**src/rtl/instr_fetch_unit_if.sv**
```systemverilog
// Fetch-side bus of the instruction fetch unit: instruction memory port,
// ID feedback (stall/redirect) and the IF/ID pipeline register outputs.
interface instr_fetch_unit_if #(
  parameter int PC_WIDTH    = 8,
  parameter int INSTR_WIDTH = 16
);
  logic [PC_WIDTH-1:0]    imem_addr;
  logic [INSTR_WIDTH-1:0] imem_data;
  logic                   stall;
  logic                   redirect;
  logic [PC_WIDTH-1:0]    redirect_pc;
  logic [INSTR_WIDTH-1:0] if_id_instr;
  logic [3:0]             if_id_opcode;
  logic [PC_WIDTH-1:0]    if_id_pc_plus1;
  logic                   if_id_valid;
  logic [15:0]            issued_count;

  // Handshake: if_id_valid=1 marks a real instruction in IF/ID, 0 a bubble.
  // stall=1 freezes PC and IF/ID; redirect=1 (with redirect_pc) overrides stall.
  modport master (
    output imem_addr, if_id_instr, if_id_opcode, if_id_pc_plus1,
           if_id_valid, issued_count,
    input  imem_data, stall, redirect, redirect_pc
  );

  modport slave (
    input  imem_addr, if_id_instr, if_id_opcode, if_id_pc_plus1,
           if_id_valid, issued_count,
    output imem_data, stall, redirect, redirect_pc
  );
endinterface

```
**src/rtl/instr_fetch_unit.sv**
```systemverilog
// Pipeline front end: PC register, instruction fetch and IF/ID register,
// with ID-driven stall and one-bubble redirect flush.
module instr_fetch_unit #(
  parameter int PC_WIDTH    = 8,
  parameter int INSTR_WIDTH = 16,
  parameter int RESET_PC    = 0
) (
  input  logic                clk,
  input  logic                rst,
  instr_fetch_unit_if.master  bus,
  output logic [1:0]          state_o
);
  typedef enum logic [1:0] {
    BOOT  = 2'd0,
    RUN   = 2'd1,
    FLUSH = 2'd2
  } state_e;

  localparam logic [PC_WIDTH-1:0] RST_PC = PC_WIDTH'(RESET_PC);

  state_e                 state_q;
  logic [PC_WIDTH-1:0]    pc_q;
  logic [INSTR_WIDTH-1:0] instr_q;
  logic [3:0]             opcode_q;
  logic [PC_WIDTH-1:0]    pc_plus1_q;
  logic                   valid_q;
  logic [15:0]            count_q;

  logic [PC_WIDTH-1:0]    pc_plus1_d;
  logic [15:0]            count_d;

  // PC increment wraps naturally; the issue counter sticks at all-ones.
  assign pc_plus1_d = pc_q + 1'b1;
  assign count_d    = (count_q == 16'hFFFF) ? count_q : count_q + 16'd1;

  always_ff @(posedge clk) begin
    if (rst) begin
      state_q    <= BOOT;
      pc_q       <= RST_PC;
      instr_q    <= '0;
      opcode_q   <= '0;
      pc_plus1_q <= '0;
      valid_q    <= 1'b0;
      count_q    <= '0;
    end else begin
      case (state_q)
        BOOT: begin
          instr_q    <= bus.imem_data;
          opcode_q   <= bus.imem_data[INSTR_WIDTH-1 -: 4];
          pc_plus1_q <= pc_plus1_d;
          valid_q    <= 1'b1;
          pc_q       <= pc_plus1_d;
          count_q    <= count_d;
          state_q    <= RUN;
        end
        default: begin
          if (bus.redirect) begin
            pc_q       <= bus.redirect_pc;
            instr_q    <= '0;
            opcode_q   <= '0;
            pc_plus1_q <= '0;
            valid_q    <= 1'b0;
            state_q    <= FLUSH;
          end else if (!bus.stall) begin
            instr_q    <= bus.imem_data;
            opcode_q   <= bus.imem_data[INSTR_WIDTH-1 -: 4];
            pc_plus1_q <= pc_plus1_d;
            valid_q    <= 1'b1;
            pc_q       <= pc_plus1_d;
            count_q    <= count_d;
            state_q    <= RUN;
          end
          // A stall keeps every register, so a flush bubble stays a bubble.
        end
      endcase
    end
  end

  assign bus.imem_addr      = pc_q;
  assign bus.if_id_instr    = instr_q;
  assign bus.if_id_opcode   = opcode_q;
  assign bus.if_id_pc_plus1 = pc_plus1_q;
  assign bus.if_id_valid    = valid_q;
  assign bus.issued_count   = count_q;
  assign state_o            = state_q;
endmodule

```
**src/flat_wrapper.sv**
```systemverilog
// flat-port wrapper written by rule: the top's interface ports become plain ports
module instr_fetch_unit_flat 
#(
  parameter int PC_WIDTH    = 8,
  parameter int INSTR_WIDTH = 16,
  parameter int RESET_PC    = 0
)
  (clk, rst, state_o, bus_imem_addr, bus_if_id_instr, bus_if_id_opcode, bus_if_id_pc_plus1, bus_if_id_valid, bus_issued_count, bus_imem_data, bus_stall, bus_redirect, bus_redirect_pc);
  instr_fetch_unit_if #(.PC_WIDTH(PC_WIDTH), .INSTR_WIDTH(INSTR_WIDTH)) bus_i ();
  input  logic clk;
  input  logic rst;
  output logic [1:0] state_o;
  output wire logic [$bits(bus_i.imem_addr)-1:0] bus_imem_addr;
  output wire logic [$bits(bus_i.if_id_instr)-1:0] bus_if_id_instr;
  output wire logic [$bits(bus_i.if_id_opcode)-1:0] bus_if_id_opcode;
  output wire logic [$bits(bus_i.if_id_pc_plus1)-1:0] bus_if_id_pc_plus1;
  output wire logic [$bits(bus_i.if_id_valid)-1:0] bus_if_id_valid;
  output wire logic [$bits(bus_i.issued_count)-1:0] bus_issued_count;
  input wire logic [$bits(bus_i.imem_data)-1:0] bus_imem_data;
  input wire logic [$bits(bus_i.stall)-1:0] bus_stall;
  input wire logic [$bits(bus_i.redirect)-1:0] bus_redirect;
  input wire logic [$bits(bus_i.redirect_pc)-1:0] bus_redirect_pc;
  assign bus_imem_addr = bus_i.imem_addr;
  assign bus_if_id_instr = bus_i.if_id_instr;
  assign bus_if_id_opcode = bus_i.if_id_opcode;
  assign bus_if_id_pc_plus1 = bus_i.if_id_pc_plus1;
  assign bus_if_id_valid = bus_i.if_id_valid;
  assign bus_issued_count = bus_i.issued_count;
  assign bus_i.imem_data = bus_imem_data;
  assign bus_i.stall = bus_stall;
  assign bus_i.redirect = bus_redirect;
  assign bus_i.redirect_pc = bus_redirect_pc;
  instr_fetch_unit #(.PC_WIDTH(PC_WIDTH), .INSTR_WIDTH(INSTR_WIDTH), .RESET_PC(RESET_PC)) u_core (.clk(clk), .rst(rst), .bus(bus_i), .state_o(state_o));
endmodule
```
**config.mk**
```make
export PLATFORM = sky130hd
export DESIGN_NAME = instr_fetch_unit_flat
export DESIGN_NICKNAME = d
export VERILOG_FILES = /design/src/rtl/instr_fetch_unit_if.sv /design/src/rtl/instr_fetch_unit.sv /design/src/flat_wrapper.sv
export SDC_FILE = /design/constraint.sdc
export NUM_CORES = 1
export LEC_CHECK = 0
export CELL_PAD_IN_SITES_DETAIL_PLACEMENT = 1
export CELL_PAD_IN_SITES_GLOBAL_PLACEMENT = 2
export CORE_MARGIN = 2
export CORE_UTILIZATION = 24
export DETAILED_ROUTE_END_ITERATION = 16
export PLACE_DENSITY = 0.88
export RECOVER_POWER = 100
export SYNTH_ARGS = -nofsm -noshare
export SYNTH_HDL_FRONTEND = slang
export SYNTH_SLANG_ARGS = --single-unit
```
**constraint.sdc**
```tcl
create_clock -name clk -period 2.8 [get_ports clk]
set_clock_uncertainty 0.15 [all_clocks]
set_input_delay 0.56 -clock clk [delete_from_list [all_inputs] [get_ports clk]]
set_output_delay 0.56 -clock clk [all_outputs]
set_load 0.01 [all_outputs]
```
# After elaboration in Yosys (flattened, before gate mapping)
# Cells that the tools add are included.
# classes
eq_ne	5
n_mux	21
add_sub_neg	2
reduce_logical	3
# ops
cell	count
$mux W16	7
$mux W8	5
$add A16 B1 Y16 const B	1
$eq A16 B16 Y1 const B	1
$mux W4	3
$add A8 B1 Y8 const B	1
$ne A2 B1 Y1 const B	3
$mux W1	4
$mux W2	2
$ne A3 B1 Y1 const B	1
$logic_not A2 Y1	1
$reduce_and A2 Y1	1
$reduce_or A2 Y1	1
# totals
word_cells	39
out_inout_bits	55
in_bits	28
ff_bits	55

# Longest topological paths before layout
# logic_depth
word_depth	5
ltp_mapped	6
depth_no_buf	5

# Least setup slack after synthesis
# OpenSTA, ideal clock, no wires.
# synth_timing
path_type	input to register
start	in bus_redirect
end	reg u_core.count_q[15], in the netlist u_core.bus.issued_count[15]
slack_ps	695
n_path_buf	0
arrival_ps	1884
cell_stages	4
setup_time_ps	70
path_cell_list	o22a_1 -> or4_1 -> or4_1 -> a21oi_1
# synth_via
elab_chain_cells	2
# synth_lines
item	line	source
start, declared	flat_wrapper.sv:21	input wire logic [$bits(bus_i.redirect)-1:0] bus_redirect;
$ne A2 B1 Y1 (no line)	n/a	
$reduce_and A2 Y1 (no line)	n/a	
end signal, assigned	instr_fetch_unit.sv:53	count_q <= count_d;
end signal, assigned	instr_fetch_unit.sv:70	count_q <= count_d;
end, declared	instr_fetch_unit.sv:27	logic [15:0] count_q;
# No other way between the ends.
# A chain may end at the register's enable or synchronous reset.

# Final worst setup path
# layout_timing
start	in bus_redirect
end	reg u_core.pc_plus1_q[6], in the netlist u_core.bus.if_id_pc_plus1[6]
# layout_via
elab_chain_cells	2
word_cells_on_any_way	3
classes_between	eq/ne: 1; mux: 2
# layout_lines
item	line	source
$mux W8	instr_fetch_unit.sv:57	if (bus.redirect) begin
$mux W8	instr_fetch_unit.sv:46	case (state_q)
end signal, assigned	instr_fetch_unit.sv:50	pc_plus1_q <= pc_plus1_d;
end signal, assigned	instr_fetch_unit.sv:67	pc_plus1_q <= pc_plus1_d;
end, declared	instr_fetch_unit.sv:25	logic [PC_WIDTH-1:0] pc_plus1_q;
# Several ways; a longest one is shown, not always the timed one.

==> results.toml <==
[outcome]
status = "complete, no violations"

[detailed_routing]
wirelength_mm = 6.553
avgViaCountPerCell = 5.144
first_pass_iters = 4
post_drt_wl_per_cell_um = 14.73
drt_iter0_drc = 45
num_vias = 2289
drc = 0
ant_nets = 0

[synthesis]
synth-xor-area-share_pct = 1.997
synthCells = 260
synthSimpleGateAreaFrac_pct = 23.16
synth_compound_area_share_pct = 23.27
synth-adder-area-share_pct = 1.141
syn_avg_cell_area_um2 = 8.436
async_flop_share_pct = 0
synthMuxAreaShare_pct = 0
synth.cell_area_um2 = 2193
synth_cell_types = 40
synth_top_family_by_area = "compound AO/OA/AOI/OAI gates"
synth-edff-count = 0
ys_seq_elements = 50
ys_warn_count = 0
synth_flop_cell = "dfxtp_1"
synth_nets = 290
yosysSeqAreaShare_pct = 45.64

[layout]
finalInstanceArea_um2 = 3187
drive_gt1_share_pct = 4.154
finalCoreUtilization_pct = 36.19
final_cell_mix = "dlygate4sd3_1, dfxtp_1, nor2_1, clkdlybuf4s50_1, a21oi_1"
final_common_cell = "dlygate4sd3_1"
nNetsFinal = 368
n_antenna_cell = 0
area_delta_synth_final_pct = 45.29

[timing]
setup_tns_ns = 0
post-route-period-util_pct = 86.87
slew_headroom_pct = 35.57
fmax_mhz = 411.1
fin_crit_ns = 2.432
final-hold-violation-count = 0
rsz0062_at_grt = "no"
drv_slew = 0
setup_viol = 0
worstMarginPinSlew_ns = 0.9564
worst_slack_ns = 0.3676

[min_path]
hp-class = "register to register"

[power_and_ir_drop]
swShare_pct = 27.17
pwr-share-clk_pct = 27.9
switching_power_uw = 408.5
p_leak_nw = 1.237
ir_worst_vdd_mv = 0.1869
pwr-share-comb_pct = 19.3
pwr-share-seq_pct = 52.8
intPower_mw = 1.095
power_density_nw_per_um2 = 471.7
power_mw = 1.503

[cts]
hold_buffers = 0
clockBufferDepth = 2
cts_htree_levels = 2
cts_inserted_buffers = 5
cts_tree = "built"
clockRootBuffer = "clkbuf_8"
insertion_delay_ns = 0.30
cts.clk_slew.worst_paths_ns = 0.09
clock_sinks = 50
postCtsSetupBuffers = 0
postCtsResizedCells = 0

[global_route]
grt_pass1_wl_mm = 10.92
grt_usage_pct = 13.40
grt_antenna_before_repair = 0
overflow = 0
grt_max_degree = 37
grt_pass1_vias = 2292

[die]
die_h_um = 99.60
core_area_um2 = 8806
io_pins = 83
rows = 34
initial_core_util_pct = 24.91
die-area_um2 = 9919
dieWidth_um = 99.60

[placement]
place_ws_ns = 0.1484
dp_hpwl_mm = 4.736
gp_congestion = 0.7925
io_buffers = 82
postPlaceCellArea_um2 = 3139

[critical_path]
critPathKind = "primary input to register"
critPathMaxFanout = 24
start_kind = "primary input"
cp.arrival_ns = 2.52
cp.required_ns = 2.88
crit_path_end_kind = "register"

[run]
cap_violations = 0
==> worst max-delay path, cell delays in order <==
cell and delay [ns]:
clkdlybuf4s50_1 0.42, clkbuf_1 0.18, o22ai_1 0.21, clkbuf_1 0.26, clkbuf_2 0.50, o21ai_0 0.20
a21oi_1 0.18
==> synth_stat cells, types with 2 or more instances <==
| library cell | count | area share (%) |
|---|---|---|
| or3_1 | 9 | 2.6 |
| a21oi_1 | 25 | 5.7 |
| or4_1 | 8 | 2.7 |
| a22oi_1 | 19 | 6.5 |
| and4_1 | 2 | 0.80 |
| o21ai_0 | 11 | 2.5 |
| o21a_1 | 3 | 1.0 |
| nand3b_1 | 2 | 0.68 |
| a32o_1 | 2 | 0.91 |
| clkbuf_1 | 13 | 2.2 |
| buf_4 | 5 | 1.7 |
| dfxtp_1 | 50 | 46 |
| a31oi_1 | 2 | 0.57 |
| nor2_1 | 31 | 5.3 |
| nand2_1 | 19 | 3.3 |
| o31ai_1 | 6 | 2.1 |
| a21o_1 | 2 | 0.68 |
| inv_1 | 4 | 0.68 |
| ha_1 | 2 | 1.1 |
| nand3_1 | 11 | 2.5 |
| xor2_1 | 3 | 1.2 |
| nand4_1 | 6 | 1.7 |
| nor3_1 | 7 | 1.6 |
| xnor2_1 | 2 | 0.80 |
==> registers in the layout, indices dropped and copies added (netlist names) <==
register,flops
u_core.bus.if_id_pc_plus1,8
u_core.bus.if_id_opcode,3
u_core.state_o,2
u_core.bus.imem_addr,8
u_core.bus.if_id_instr,13
u_core.bus.issued_count,16
==> layout make-up <==
class,count,area (um^2)
Inverter,4,15.01
Timing Repair Buffer,90,859.6
Tap cell,108,135.1
Sequential cell,50,1001
Clock buffer,6,82.58
Fill cell,1038,5619
Multi-Input combinational cell,187,1094
==> layer usage <==
metal	up-vias	track usage, %	wire length (um)
li1	1112	-	-
met1	1112	16.30	2964
met2	59	22.71	3047
met3	6	4.919	491
met4	0	2.845	49
met5	-	0	0
==> cell families after synthesis <==
| family | Yosys count |
|---|---|
| buf+inv | 23 |
| flops | 50 |
| xor+xnor | 5 |
| compound gates | 79 |
| simple gates | 101 |
| fa+ha+maj | 2 |
==> final timing paths <==
| kind | start | endpoint | slack [ns] | cells past startpoint |
|---|---|---|---|---|
| min reg2reg | u_core.bus.if_id_pc_plus1[5] | u_core.bus.if_id_pc_plus1[5] | 0.31 | 2 |
| max | bus_redirect | u_core.bus.if_id_pc_plus1[6] | 0.37 | 7 |
| min | u_core.bus.if_id_pc_plus1[5] | u_core.bus.if_id_pc_plus1[5] | 0.31 | 2 |
| max reg2reg | u_core.bus.issued_count[0] | u_core.bus.issued_count[1] | 0.44 | 6 |
==> stage by stage <==
stage                     instances  hold slack (ns)
after floorplan                 260           0.3262
after global placement          439           0.2952
after detailed placement        439           0.3027
after CTS                       445           0.3196
after global routing            445           0.3440
final                           445           0.3091
==> power groups by stage <==
stage	registers, mW	logic (mW)	clock network, mW
3_5_place_dp	0.814	0.318	0
6_report	0.794	0.290	0.419
2_1_floorplan	0.824	0.127	0
4_1_cts	0.798	0.320	0.447
5_1_grt	0.803	0.322	0.466
3_3_place_gp	0.812	0.315	0
No activity file was read; power rests on OpenSTA's default activity.
